**src/rtl/dffram_pkg.sv**
```systemverilog
// Shared types and constants for the DFFRAM Wishbone adapter.
// Also holds the sel_i to byte-write-enable mapping.
package dffram_pkg;

    typedef enum logic [1:0] {
        IDLE = 2'b00,
        RD   = 2'b01,
        ACK  = 2'b10
    } state_t;

    localparam int DFFRAM_WSIZE = 4;
    localparam int DFFRAM_DW    = 32;

    // Byte write enables: only a write that hits the window may touch the RAM.
    function automatic logic [DFFRAM_WSIZE-1:0] byte_we(
        input logic                    hit,
        input logic                    we,
        input logic [DFFRAM_WSIZE-1:0] sel
    );
        if (hit && we) begin
            return sel;
        end else begin
            return {DFFRAM_WSIZE{1'b0}};
        end
    endfunction

endpackage

```
**src/rtl/dffram_wb_adapter.sv**
```systemverilog
// Wishbone classic slave driving one 256x32 DFFRAM port.
// Build option DFFRAM_WB_RDREG_EN adds a registered read stage (RD state).
module dffram_wb_adapter
    import dffram_pkg::*;
#(
    parameter logic [31:0] BASE_ADDR = 32'h3000_0000,
    parameter int          AW        = 8
) (
    input  logic                    CLK,
    input  logic                    RST,
    input  logic                    cyc_i,
    input  logic                    stb_i,
    input  logic                    we_i,
    input  logic [DFFRAM_WSIZE-1:0] sel_i,
    input  logic [31:0]             adr_i,
    input  logic [DFFRAM_DW-1:0]    dat_i,
    output logic [DFFRAM_DW-1:0]    dat_o,
    output logic                    ack_o,
    output logic                    ram_en,
    output logic [DFFRAM_WSIZE-1:0] ram_we,
    output logic [AW-1:0]           ram_a,
    output logic [DFFRAM_DW-1:0]    ram_di,
    input  logic [DFFRAM_DW-1:0]    ram_do
);

    state_t state_r;
    state_t next_s;
    logic   accept_s;
    logic   hit_s;
    logic   ack_r;
    logic   unused_s;

    assign accept_s = cyc_i & stb_i;
    assign hit_s    = accept_s & (adr_i[31:AW+2] == BASE_ADDR[31:AW+2]);
    assign ram_a    = adr_i[AW+1:2];
    assign ram_di   = dat_i;
    assign ack_o    = ack_r;
    assign unused_s = ^adr_i[1:0];

    // State register.
    always_ff @(posedge CLK or posedge RST) begin
        if (RST) begin
            state_r <= IDLE;
        end else begin
            state_r <= next_s;
        end
    end

    // Next-state decode.
    always_comb begin
        next_s = state_r;
        case (state_r)
            IDLE: begin
                if (accept_s) begin
`ifdef DFFRAM_WB_RDREG_EN
                    if (hit_s && !we_i) begin
                        next_s = RD;
                    end else begin
                        next_s = ACK;
                    end
`else
                    next_s = ACK;
`endif
                end else begin
                    next_s = IDLE;
                end
            end
            RD: begin
`ifdef DFFRAM_WB_RDREG_EN
                // Dropping cyc_i here abandons the read without an ack.
                if (cyc_i) begin
                    next_s = ACK;
                end else begin
                    next_s = IDLE;
                end
`else
                next_s = IDLE;
`endif
            end
            ACK:     next_s = IDLE;
            default: next_s = IDLE;
        endcase
    end

    // RAM strobes: only asserted on the accept cycle in IDLE, and never under reset.
    always_comb begin
        ram_en = 1'b0;
        ram_we = {DFFRAM_WSIZE{1'b0}};
        if (!RST && (state_r == IDLE) && accept_s) begin
            ram_en = hit_s;
            ram_we = byte_we(hit_s, we_i, sel_i);
        end else begin
            ram_en = 1'b0;
            ram_we = {DFFRAM_WSIZE{1'b0}};
        end
    end

    // Registered acknowledge, high exactly while the FSM sits in ACK.
    always_ff @(posedge CLK or posedge RST) begin
        if (RST) begin
            ack_r <= 1'b0;
        end else begin
            ack_r <= (next_s == ACK);
        end
    end

`ifdef DFFRAM_WB_RDREG_EN
    logic [DFFRAM_DW-1:0] dat_r;

    // Read data flop; zero outside a completed read so writes and misses return 0.
    always_ff @(posedge CLK or posedge RST) begin
        if (RST) begin
            dat_r <= {DFFRAM_DW{1'b0}};
        end else if ((state_r == RD) && cyc_i) begin
            dat_r <= ram_do;
        end else begin
            dat_r <= {DFFRAM_DW{1'b0}};
        end
    end

    assign dat_o = dat_r;
`else
    logic rd_hit_r;

    // Flag set for the ACK cycle of a read hit; selects ram_do onto the bus.
    always_ff @(posedge CLK or posedge RST) begin
        if (RST) begin
            rd_hit_r <= 1'b0;
        end else begin
            rd_hit_r <= (state_r == IDLE) & hit_s & ~we_i;
        end
    end

    assign dat_o = rd_hit_r ? ram_do : {DFFRAM_DW{1'b0}};
`endif

endmodule

```
**config.mk**
```make
export PLATFORM = sky130hd
export DESIGN_NAME = dffram_wb_adapter
export DESIGN_NICKNAME = d
export VERILOG_FILES = /design/src/rtl/dffram_pkg.sv /design/src/rtl/dffram_wb_adapter.sv
export SDC_FILE = /design/constraint.sdc
export NUM_CORES = 1
export LEC_CHECK = 0
export BUFFER_PORTS_ARGS = -buffer_cell sky130_fd_sc_hd__buf_2
export CORE_AREA = 2 2 70 72
export DETAILED_ROUTE_END_ITERATION = 8
export DIE_AREA = 0 0 72 74
export GPL_TIMING_DRIVEN = 0
export SLEW_MARGIN = 25
export SYNTH_ARGS = -nofsm -noshare
export SYNTH_HDL_FRONTEND = slang
export SYNTH_SLANG_ARGS = --single-unit
```
**constraint.sdc**
```tcl
create_clock -name CLK -period 1.3 [get_ports CLK]
set_clock_uncertainty 0.05 [all_clocks]
set_input_delay 0.26 -clock CLK [delete_from_list [all_inputs] [get_ports CLK]]
set_output_delay 0.26 -clock CLK [all_outputs]
set_load 0.05 [all_outputs]
```
# Yosys cells after proc, flatten, opt, wreduce, memory -nomap -nowiden
# Cells that the tools add are included.
# totals
elab_cells	21
reg_bits	4
out_inout_bits	78
# classes
bitwise	5
eq_ne	2
reduce_logical	5
mux	6
# op_table
operator	count
32-bit 2-to-1 mux	1
22-bit by 20-bit equality test with 1-bit output (second input constant)	1
4-bit 2-to-1 mux	2
1-bit bitwise AND	4
2-bit 2-to-1 mux	2
1-bit logical AND	3
2-bit equality test (second input constant)	1
2-bit logical NOT	1
1-bit logical NOT	1
1-bit 2-to-1 mux	1
1-bit inverter	1

# Longest topological paths before layout
# depth
word_depth	5
mapped_depth	3

# Least setup slack after synthesis
# No wires, ideal clock.
# synth_path
kind	reg2out
start	register state_r[1]
end	output ram_we[0]
required_ps	990
path_stages_with_launch	3
arrival_ps	2408
path_slack_ps	-1418
path_cell_list	dfrtp_1 > nand3b_1 > nor4_1
# synth_between
elab_chain_len	4
# synth_rtl
item	line_no	text
from (decl)	dffram_wb_adapter.sv:26	state_t state_r;
from (signal assigned)	dffram_wb_adapter.sv:45	state_r <= next_s;
2-bit logical NOT	dffram_wb_adapter.sv:89	if (!RST && (state_r == IDLE) && accept_s) begin
1-bit logical AND (2 in series)	dffram_wb_adapter.sv:89	
4-bit 2-to-1 mux	dffram_wb_adapter.sv:89	
to (decl)	dffram_wb_adapter.sv:20	output logic [DFFRAM_WSIZE-1:0] ram_we,
# Every way passes these cells.

# Worst setup path after layout
# layout_path
start	input adr_i[26]
end	output ram_we[0]
# layout_between
elab_chain_len	5
# layout_rtl
item	line_no	text
from (decl)	dffram_wb_adapter.sv:15	input logic [31:0] adr_i,
22-bit by 20-bit equality test with 1-bit output	dffram_wb_adapter.sv:34	assign hit_s = accept_s & (adr_i[31:AW+2] == BASE_ADDR[31:AW+2]);
1-bit bitwise AND	dffram_wb_adapter.sv:34	
1-bit logical AND	dffram_pkg.sv:20	if (hit && we) begin
4-bit 2-to-1 mux	dffram_pkg.sv:20	
4-bit 2-to-1 mux	dffram_wb_adapter.sv:89	
# Every way passes these cells.

==> out/qor.csv <==
stage,metric,value,unit
yosys,synth_top_family_by_area,simple AND/OR/NAND/NOR gates,
status,violations,setup timing,
cts,cts_buffers,3,
status,run_status,finished with violations,
yosys,post_synth.cell_area_avg,7.28,um2
drt,vias_per_cell,3.87,
cts,cts_tree,done,
drt,drc,0,
critical_path,crit_path_end_kind,output pin,
floorplan,initial_core_util,15.7,%
critical_path,r2r.worst_path.cells,2,
placement,portBuffers,140,
floorplan,die_area,5330,um2
yosys,synth_edf_count,0,
drt,drt_first_iter_violations,29,
drt,antenna_left,0,
drt,wl_per_cell,12.6,um
drt,drtPass1Iterations,4,
placement,dpl_cell_area,1600,um2
floorplan,die_h,74,um
placement,hpwlAfterDp,2.64,mm
critical_path,required,990,ps
sta,hold_viol_final,0,
floorplan,core,4600,um2
cts,cts_root_buf,clkbuf_8,
cts,clkTransAtPathRegs,30,ps
global_routing,grt_pass1_vias,1091,
yosys,synthDistinctLibCells,14,
sta,maxSlewHeadroom,79.5,%
layout,syn_to_final_growth,221,%
yosys,synth_xor_area_share,0,%
yosys,syn_area,721,um2
sta,fmax,573,MHz
yosys,yosysTopAreaCell,buf_4,
yosys,synthArstFlopShare,100,%
global_routing,grt_max_degree,7,
yosys,synthAdderAreaFrac,0,%
sta,finalSetupViolCount,37,
power,power_leakage,1.27,nW
floorplan,rows,25,
layout,final_util,50.3,%
cts,numClockSinks,2,
flow_run,maxCapViolCount,0,
yosys,ys.flop_type,dfrtp_1,
critical_path,worstSetupPathType,input pin to output pin,
yosys,synth.area.mux_share,0,%
sta,finalCritPeriodShare,134,%
layout,fin_area,2310,um2
critical_path,cp-start-kind,input pin,
placement,gp_congestion,0.732,
critical_path,rrSetupSlack,360,ps
sta,setup_ws,-446,ps
layout,fin_nets,362,
global_routing,grt_use_total,13.0,%
power,ir_worst_vdd,0.000259,V
critical_path,cp-startpoint,adr_i[26],
drt,vias,1195,
power,power_density,374,nW/um2
yosys,synthCells,99,
cts,htree_levels,1,
sta,hold_ws,172,ps
global_routing,grt_antenna_before_repair,0,
critical_path,cp-endpoint,ram_we[0],
sta,tightest_slew,307,ps
layout,layout_commonest_cell,buf_2,
yosys,ys_warn_count,0,
placement,place_ws,-870,ps
floorplan,io_pins,183,
yosys,synthTopCellsByArea,"buf_4, and2_1, dfrtp_1",
hold_path,hold_path_class,input pin to flop,
sta,slew_viol_final,0,
sta,grt_setup_unrepaired,true,
critical_path,timing.rr.start,state_r[1],
critical_path,worst-path-max-fanout,5,
yosys,yosysSeqAreaShare,6.94,%
critical_path,reg2reg_to,rd_hit_r,
drt,wl,3.89,mm
layout,layout_common_cells,"buf_2, buf_4, buf_8",
layout,drive_gt1_share,94.9,%
yosys,synth-simple-area-share,48.8,%
global_routing,grt_pass1_wl,5.35,mm
yosys,synth_top_cell_area_share,41.7,%
cts,clockBufferDepth,2,
layout,insertedDiodeCount,0,
floorplan,die_w,72,um
cts,clock_latency,210,ps
yosys,synth-compound-area-share,0,%
yosys,ys_ff_latch,2,
global_routing,gr-total-overflow,0,
sta,tns,-7570,ps
yosys,synth_nets,204,
critical_path,arrival,1440,ps
sta,post-route-min-period,1750,ps
[worst min path at each step]
| stage | end | cells past startpoint | slack (ps) | startpoint |
|---|---|---|---|---|
| after CTS | rd_hit_r | 2 | 170 | we_i |
| after detailed placement | state_r[1] | 2 | 100 | RST |
| after global placement | state_r[1] | 2 | 100 | RST |
| after global routing | rd_hit_r | 2 | 170 | we_i |
| final | rd_hit_r | 2 | 170 | we_i |
| after floorplan | rd_hit_r | 1 | -50 | RST |
[worst max-delay path: stages]
cell and delay, ps:
buf_6 90, nor4_4 300, nand4_4 230, buf_6 190, nor4_4 160, buf_6 200
[state kept, by name (all words and copies together) (netlist names)]
register  flops
rd_hit_r      1
state_r       1
[synthesized netlist by cell type, types with 2 or more instances]
cell type,number
and2_1,32
buf_4,40
clkbuf_1,3
dfrtp_1,2
inv_1,2
nand2_1,4
nor4_1,6
nor4_2,4
[layout make-up]
cell class              instances  area [um2]
well taps                      54        67.6
multi-input cells              52         551
fillers                       407        2290
clock buffers                   3        41.3
flip-flops and latches          2        51.3
inverters                       2        7.51
repair buffers                153        1250
plain buffers                  43         345
[per-layer routing]
| metal | vias up | GRT usage, % | share of wire [%] |
|---|---|---|---|
| met5 | - | 0 | 0 |
| met4 | 0 | 2.52 | 0.10 |
| met3 | 2 | 3.66 | 9.0 |
| met2 | 73 | 25.7 | 59 |
| met1 | 527 | 13.7 | 31 |
| li1 | 593 | - | - |
[per-stage QoR]
step | std cells | power (W)
3_3_place_gp | 293 | 0.000573
3_5_place_dp | 293 | 0.000578
6_report | 309 | 0.000865
2_1_floorplan | 99 | 0.000427
4_1_cts | 309 | 0.000858
5_1_grt | 309 | 0.000905
[cells by family (layout without fill, tap and decap cells)]
logic type    Yosys count  count (layout)
flops                   2               2
buf+inv                45             201
simple gates           52              52
[power breakdown]
part,switching [W],leakage [nW],internal (W)
registers,0.000000795,0.0254,0.0000645
clock network,0.0000485,0.0216,0.000196
logic,0.000340,1.22,0.000216
[timing repair]
action | 4_1_cts | 5_1_grt
resized for setup | 161 | 16
pin swaps | 9 | 2
endpoints found under the hold margin | 2 | 0
gates cloned | 3 | 0
hold buffers | 1 | 0
setup buffers | 9 | 0
endpoints found under the setup margin | 38 | 38
Note: power is estimated with default switching activity, not from simulation.
